--- config.mk ---
export PLATFORM = sky130hd
export DESIGN_NAME = fxp_mult_seq
export DESIGN_NICKNAME = d
export VERILOG_FILES = /design/src/rtl/fxp_mult_seq.sv
export SDC_FILE = /design/constraint.sdc
export NUM_CORES = 1
export LEC_CHECK = 0
export BUFFER_PORTS_ARGS = -buffer_cell sky130_fd_sc_hd__buf_2
export CAP_MARGIN = 20
export CELL_PAD_IN_SITES_DETAIL_PLACEMENT = 1
export CELL_PAD_IN_SITES_GLOBAL_PLACEMENT = 2
export CORE_ASPECT_RATIO = 1.5
export CORE_MARGIN = 5
export CORE_UTILIZATION = 34
export DETAILED_ROUTE_END_ITERATION = 6
export GPL_TIMING_DRIVEN = 0
export PLACE_DENSITY_LB_ADDON = 0.1
export SLEW_MARGIN = 20
export SYNTH_ARGS = -nofsm -noshare
export SYNTH_HDL_FRONTEND = slang
export SYNTH_SLANG_ARGS = --single-unit
--- constraint.sdc ---
create_clock -name clk -period 2.5 [get_ports clk]
set_input_delay 0.125 -clock clk [delete_from_list [all_inputs] [get_ports clk]]
set_output_delay 0.125 -clock clk [all_outputs]
set_load 0.1 [all_outputs]
--- src/rtl/fxp_mult_seq.sv ---
// Sequential signed fixed-point multiplier: sign-magnitude shift-add, one multiplier bit per cycle.
// Result valid WIDTH+1 edges after the accepting edge; holds in DONE until out_ready.
module fxp_mult_seq #(
  parameter int WIDTH    = 16,
  parameter int FRAC     = 11,
  parameter int ROUND    = 0,
  parameter int SATURATE = 1
) (
  input  logic             clk,
  input  logic             rst_n,
  input  logic             in_valid,
  output logic             in_ready,
  input  logic [WIDTH-1:0] a,
  input  logic [WIDTH-1:0] b,
  output logic             out_valid,
  input  logic             out_ready,
  output logic [WIDTH-1:0] product,
  output logic             overflow,
  output logic             busy
);

  localparam int CW = $clog2(WIDTH + 1);
  localparam int PW = 2 * WIDTH + 1;
  localparam logic signed [PW-1:0] RND =
    (ROUND != 0 && FRAC > 0) ? (PW'(1) << ((FRAC > 0) ? FRAC - 1 : 0)) : '0;
  localparam logic [WIDTH-1:0] MAXV = {1'b0, {(WIDTH-1){1'b1}}};
  localparam logic [WIDTH-1:0] MINV = {1'b1, {(WIDTH-1){1'b0}}};

  typedef enum logic [1:0] {
    IDLE   = 2'd0,
    BUSY   = 2'd1,
    FINISH = 2'd2,
    DONE   = 2'd3
  } state_t;

  state_t             state_q, state_d;
  logic               sign_q, sign_d;
  logic [2*WIDTH-1:0] mcand_q, mcand_d;
  logic [2*WIDTH-1:0] acc_q, acc_d;
  logic [WIDTH-1:0]   mplier_q, mplier_d;
  logic [WIDTH-1:0]   prod_q, prod_d;
  logic               ovf_q, ovf_d;
  logic [CW-1:0]      cnt_q, cnt_d;

  logic [WIDTH-1:0]   abs_a, abs_b;
  logic signed [PW-1:0] full, rounded, shifted;
  logic [PW-WIDTH:0]  hi;
  logic               out_of_range;

  // Unsigned magnitudes: the most negative input maps to 2^(WIDTH-1) without loss.
  assign abs_a = a[WIDTH-1] ? (~a) + WIDTH'(1) : a;
  assign abs_b = b[WIDTH-1] ? (~b) + WIDTH'(1) : b;

  assign full         = sign_q ? -$signed({1'b0, acc_q}) : $signed({1'b0, acc_q});
  assign rounded      = full + RND;
  assign shifted      = rounded >>> FRAC;
  assign hi           = shifted[PW-1:WIDTH-1];
  assign out_of_range = !((&hi) || (~|hi));

  always_comb begin
    state_d  = state_q;
    sign_d   = sign_q;
    mcand_d  = mcand_q;
    acc_d    = acc_q;
    mplier_d = mplier_q;
    prod_d   = prod_q;
    ovf_d    = ovf_q;
    cnt_d    = cnt_q;
    case (state_q)
      IDLE: begin
        if (in_valid) begin
          sign_d   = a[WIDTH-1] ^ b[WIDTH-1];
          mcand_d  = {{WIDTH{1'b0}}, abs_a};
          mplier_d = abs_b;
          acc_d    = '0;
          cnt_d    = '0;
          state_d  = BUSY;
        end
      end
      BUSY: begin
        if (mplier_q[0]) acc_d = acc_q + mcand_q;
        mcand_d  = mcand_q << 1;
        mplier_d = mplier_q >> 1;
        cnt_d    = cnt_q + CW'(1);
        if (cnt_q == CW'(WIDTH - 1)) state_d = FINISH;
      end
      FINISH: begin
        ovf_d = out_of_range;
        if (out_of_range && SATURATE != 0) prod_d = shifted[PW-1] ? MINV : MAXV;
        else                               prod_d = shifted[WIDTH-1:0];
        state_d = DONE;
      end
      DONE: begin
        if (out_ready) state_d = IDLE;
      end
      default: state_d = IDLE;
    endcase
  end

  always_ff @(posedge clk or negedge rst_n) begin
    if (!rst_n) begin
      state_q  <= IDLE;
      sign_q   <= 1'b0;
      mcand_q  <= '0;
      acc_q    <= '0;
      mplier_q <= '0;
      prod_q   <= '0;
      ovf_q    <= 1'b0;
      cnt_q    <= '0;
    end else begin
      state_q  <= state_d;
      sign_q   <= sign_d;
      mcand_q  <= mcand_d;
      acc_q    <= acc_d;
      mplier_q <= mplier_d;
      prod_q   <= prod_d;
      ovf_q    <= ovf_d;
      cnt_q    <= cnt_d;
    end
  end

  assign in_ready  = (state_q == IDLE);
  assign out_valid = (state_q == DONE);
  assign busy      = (state_q != IDLE);
  assign product   = prod_q;
  assign overflow  = ovf_q;

endmodule

==> flow_summary.json, run 1 <==
{
  "vias": 6410,
  "async_reset_ff_share_pct": 100,
  "finalSetupViolations": 24,
  "final_common_cell": "nand2_1",
  "fmax_ghz": 0.334,
  "violations": "negative setup slack",
  "rows": 64,
  "yosys.cell_types.count": 62,
  "vdd_drop_max_mv": 0.614,
  "grt_util_all_layers_pct": 19.8,
  "yosysWarningCount": 0,
  "dp.cells": 1115,
  "nNetsFinal": 977,
  "clock_skew_ns": 0.00971,
  "grt_pass1_vias": 7036,
  "routed_wl_um": 22400,
  "power_w": 0.0124,
  "instances_no_fill": 1170,
  "synth-edff-count": 0,
  "setup_tns_ns": -8.48,
  "fin_crit_sh_pct": 120,
  "clock_path_buffers": 2,
  "dr.pass1.iters": 4,
  "drt_iter0_markers": 157,
  "cts_sinks": 105,
  "placed_area_um2": 7700,
  "worst_ep_required_time_ns": 2.73,
  "synth_area_um2": 7010,
  "fin_crit_ns": 2.99,
  "cts_buffers": 9,
  "place_congestion": 0.820,
  "design_area_um2": 8900,
  "viasPerCell": 5.48,
  "fp.coreArea_um2": 20300,
  "cap_viol_max_count": 0,
  "cts_tree": "yes",
  "drive_gt1_share_pct": 25.2,
  "hp-class": "in2reg",
  "grt_antenna_before_repair": 0,
  "hold_violations": 0,
  "status": "complete, but fails checks",
  "die_y_um": 186,
  "cts.clk_slew.worst_paths_ns": 0.07,
  "clk_latency_ns": 0.36,
  "start_util_pct": 34.5,
  "post-dp-hpwl_um": 16900,
  "ioPinCount": 56,
  "cp_max_fo": 7,
  "n_antenna_cell": 0,
  "die_w_um": 127,
  "yosysSeqAreaShare_pct": 37.5,
  "cp-start-kind": "flop",
  "grt_pass1_wl_um": 37300,
  "final_cell_mix": "nand2_1, dfrtp_1, o21ai_0",
  "syn_nets": 871,
  "grt-ovfl-total": 0,
  "synth.avg_cell_area_um2": 8.82,
  "dieArea_um2": 23700,
  "tightestPinTransition_ns": 0.812,
  "synth-main-ff-cell": "dfrtp_1",
  "worst_slack_ns": -0.495,
  "power.static_leakage_nw": 3.86,
  "power.density_nw_per_um2": 1390,
  "slew_violations": 0,
  "holdWs_ns": 0.116,
  "postRouteAntennaNets": 0,
  "synthCells": 795,
  "yosys_register_bits": 105,
  "clockRootBuffer": "clkbuf_16",
  "area_growth_pct": 26.9,
  "endpoint_kind": "flop",
  "io_buffers": 55,
  "rsz0062_at_grt": "yes",
  "wl_per_cell_um": 19.2,
  "path_class": "reg2reg",
  "htreeDepth": 3,
  "drc": 0,
  "slew-limit-headroom_pct": 45.8,
  "grt_max_degree": 71,
  "critical_path_arrival_ns": 3.22
}
==> area by class of cell <==
type	instances	area [um^2]
clock inverters	3	17.5
flip-flops and latches	105	2640
inverters	42	161
well taps	264	330
clock buffers	13	240
repair buffers	101	724
plain buffers	29	150
fillers	2373	11400
multi-input cells	613	4640
==> kinds of logic (layout without fill, tap and decap cells) <==
| kind of cell | count (synthesis) | in the layout | share of synthesized area (%) |
|---|---|---|---|
| and+or+nand+nor | 233 | 233 | 15.9 |
| buffers and inverters | 77 | 188 | 4.34 |
| xor gates and xnor gates | 62 | 62 | 7.74 |
| DFF | 105 | 105 | 37.5 |
| AOI/OAI and AO/OA | 267 | 267 | 25.7 |
| muxes | 11 | 11 | 1.57 |
| adders and majority gates | 40 | 40 | 7.24 |
==> path summary, 6_finish.rpt <==
kind,end,cells after the start,startpoint,slack [ns]
hold reg to reg,mplier_q[4],2,mplier_q[4],0.48
min in group asynchronous,mcand_q[26],2,rst_n,0.24
max in group asynchronous,acc_q[9],3,rst_n,1.56
setup reg to reg,product[6],10,acc_q[9],-0.49
hold / removal,mcand_q[0],3,a[0],0.12
setup / recovery,product[6],10,acc_q[9],-0.49
==> stage by stage <==
stage,setup WS [ns],utilization (%)
finish,-0.495,43.8
CTS,-0.472,42.5
detailed placement,-0.883,37.9
global route,-0.571,43.8
floorplan,-0.201,-
global placement,-0.737,37.7
==> cell usage after synthesis (11+ instances only) <==
master    count  share of area [%]
o31ai_1      15                1.6
o21ai_0      89                6.4
nand2_1     104                5.6
a21oi_1      57                4.1
nor3_1       11               0.79
clkbuf_1     29                1.6
ha_1         39                7.0
inv_1        42                2.2
xnor2_1      30                3.7
mux2i_1      11                1.6
a22o_1       20                2.5
xor2_1       32                4.0
nand3_1      13               0.93
nor2_1       48                2.6
dfrtp_1     105                 37
==> worst max-delay path, stage by stage, from the launching register on <==
cell,delay (ns)
dfrtp_2,0.43
nor4_4,0.33
nand4_1,0.23
or3_4,0.43
or3_4,0.41
o21ai_4,0.15
a32oi_2,0.14
o311ai_4,0.34
buf_12,0.18
buf_12,0.12
o221ai_2,0.08
==> state kept, by name (all words and copies together) (netlist names) <==
register and flops:
acc_q 32, mcand_q 32, mplier_q 16, product 16
cnt_q 5, state_q 2, overflow 1, sign_q 1
==> metal layers <==
metal / vias to the layer above / global-route usage, % / wire length, um
met1: 3200 / 21.7 / 8800
met2: 94 / 38.6 / 12600
met5: - / 0 / 0
met3: 32 / 2.41 / 505
li1: 3084 / - / -
met4: 0 / 7.04 / 484
==> report_power, final <==
group          leakage [nW]  total (W)  switching (W)  internal [W]
registers              1.36    0.00295       0.000607       0.00235
clock network         0.124    0.00135       0.000669      0.000676
logic                  2.38    0.00811        0.00512       0.00299
==> repair_timing <==
item / CTS / global route
setup buffers: 35 / 10
pin swaps: 30 / 24
resized for setup: 91 / 52
gates cloned: 1 / 0
hold endpoints to repair: 35 / 0
setup endpoints to repair: 48 / 47
hold buffers: 1 / 0
Power figures use the tool's default switching activity.
==> run 2, diff against run 1 <==
Settings changed: GPL_TIMING_DRIVEN 0 to unset, MAX_ROUTING_LAYER set to met4.
==> flow_summary.json, run 2 (same netlist as run 1, synthesis figures left out) <==
{
  "critPathMaxStageDelay_ns": 0.46,
  "dp.cells": 1204,
  "crit_family": "simple AND/OR/NAND/NOR gates",
  "power.density_nw_per_um2": 1400,
  "final_cell_mix": "buf_4, nand2_1, dfrtp_1",
  "n_antenna_cell": 0,
  "met1Wirelength_um": 9200,
  "violations": "negative setup slack",
  "route.met2.wl_um": 12800,
  "cts.clk_slew.worst_paths_ns": 0.08,
  "drive_gt1_share_pct": 33.3,
  "path_buf_inv": 1,
  "start_util_pct": 34.5,
  "cpMostUsedCell": "or3_4",
  "post-dp-hpwl_um": 17100,
  "power_frac_clock_pct": 11.8,
  "place_congestion": 0.879,
  "worst_ep_required_time_ns": 2.75,
  "grt_pass1_vias": 7453,
  "slew_violations": 0,
  "final_common_cell": "buf_4",
  "clock_skew_ns": 0.0104,
  "p_int_w": 0.00692,
  "ioPinCount": 56,
  "top_layer_used": "met4",
  "io_buffers": 55,
  "comb_power_share_pct": 67.0,
  "power.static_leakage_nw": 4.33,
  "post-place-ws_ns": -0.464,
  "htreeDepth": 3,
  "finalSetupViolations": 25,
  "routed_wl_um": 23300,
  "grt_util_all_layers_pct": 20.4,
  "cts_buffers": 9,
  "vdd_drop_max_mv": 0.543,
  "vias": 6742,
  "critical_path_arrival_ns": 3.17,
  "path_class": "reg2reg",
  "cap_viol_max_count": 0,
  "cp_max_fo": 8,
  "fp.coreArea_um2": 20300,
  "fin_crit_ns": 2.91,
  "area_growth_pct": 37.8,
  "fin_crit_sh_pct": 117,
  "largest_registers": "acc_q x32, mcand_q x32",
  "wl_per_cell_um": 18.7,
  "die_y_um": 186,
  "grt_antenna_before_repair": 0,
  "seqPwrFrac_pct": 21.3,
  "cp-start-kind": "flop",
  "grt_pass1_wl_um": 37500,
  "postRouteAntennaNets": 0,
  "swShare_pct": 48.9,
  "hold_violations": 0,
  "fmax_ghz": 0.343,
  "dr.pass1.iters": 4,
  "slew-limit-headroom_pct": 43.2,
  "clockRootBuffer": "clkbuf_16",
  "fillCellCount": 2384,
  "status": "complete, but fails checks",
  "tightestPinTransition_ns": 0.850,
  "cts_sinks": 105,
  "clock_path_buffers": 2,
  "worst_slack_ns": -0.413,
  "rsz0062_at_grt": "yes",
  "cp_cell_sequence": "nor4_4 -> nand4_1 -> or3_4 -> or3_4 -> o21ai_4 -> a32oi_2 -> o311ai_4 -> buf_12 -> a21bo_1",
  "wl_met3_um": 519,
  "dieArea_um2": 23700,
  "grt_max_degree": 43,
  "endpoint_kind": "flop",
  "drc": 0,
  "grt-ovfl-total": 0,
  "clk_latency_ns": 0.36,
  "slowest_stage": "dfrtp_1",
  "rows": 64,
  "viasPerCell": 5.43,
  "nNetsFinal": 1049,
  "hp-class": "in2reg",
  "cts_tree": "yes",
  "die_w_um": 127,
  "drt_iter0_markers": 176,
  "power.switching_w": 0.00664,
  "instances_no_fill": 1242
}
-- run 2: cell count changes in the layout (fill, tap and decap cells not counted), moves of 6 or more --
cell      change
a21oi_1       -6
clkbuf_2      -8
buf_4        +96
buf_6         +6
clkbuf_1     -17
-- run 2: path summary, 6_finish.rpt --
kind / from / endpoint / slack (ns) / cells after the start
max in group asynchronous: rst_n / acc_q[1] / 1.53 / 3
min in group asynchronous: rst_n / mcand_q[23] / 0.28 / 2
min reg2reg: mplier_q[9] / mplier_q[9] / 0.49 / 2
max: acc_q[7] / overflow / -0.41 / 9
min: a[0] / mcand_q[0] / 0.10 / 3
max reg2reg: acc_q[7] / overflow / -0.41 / 9
-- run 2: what timing repair did --
item / 4_1_cts / 5_1_grt
endpoints found under the hold margin: 36 / 0
gates cloned: 1 / 0
setup buffers: 16 / 10
gates resized for setup: 76 / 63
endpoints found under the setup margin: 33 / 34
pin swaps: 33 / 36
hold buffers: 1 / 0
-- run 2: power groups by stage --
stage	logic, W	clock network, W	registers [W]
floorplan	0.00421	0	0.00374
global placement	0.00769	0	0.00280
detailed placement	0.00799	0	0.00284
CTS	0.00859	0.00164	0.00285
global route	0.00985	0.00168	0.00297
finish	0.00908	0.00159	0.00288
-- run 2: final cells by class --
class                   count  area, um^2  area share [%]
clock buffers              10         229            2.37
clock inverters             6        91.3           0.945
inverters                  42         161            1.67
multi-input cells         613        4740            49.1
flip-flops and latches    105        2630            27.2
well taps                 264         330            3.42
repair buffers            202        1470            15.3
-- run 2: per-layer routing --
layer,track usage (%),up-vias
met4,7.99,0
li1,-,3223
met3,2.35,48
met1,21.8,3354
met2,38.2,117
met5,-,-
-- run 2: per-stage QoR --
step / util (%) / hold WS, ns / instance area [um^2] / TNS, ns / total power, W
floorplan: - / -0.171 / 7060 / -2.74 / 0.00795
global placement: 41.8 / 0.150 / 8500 / -7.04 / 0.0105
detailed placement: 41.8 / 0.153 / 8510 / -9.57 / 0.0108
CTS: 45.9 / 0.0971 / 9330 / -8.56 / 0.0131
global route: 47.5 / 0.124 / 9660 / -10.28 / 0.0145
finish: 47.5 / 0.101 / 9660 / -6.86 / 0.0136
-- run 2: tightest hold or removal path, stage by stage --
cell	delay, ns
buf_2	0.11
a21oi_1	0.06
o21ai_0	0.13
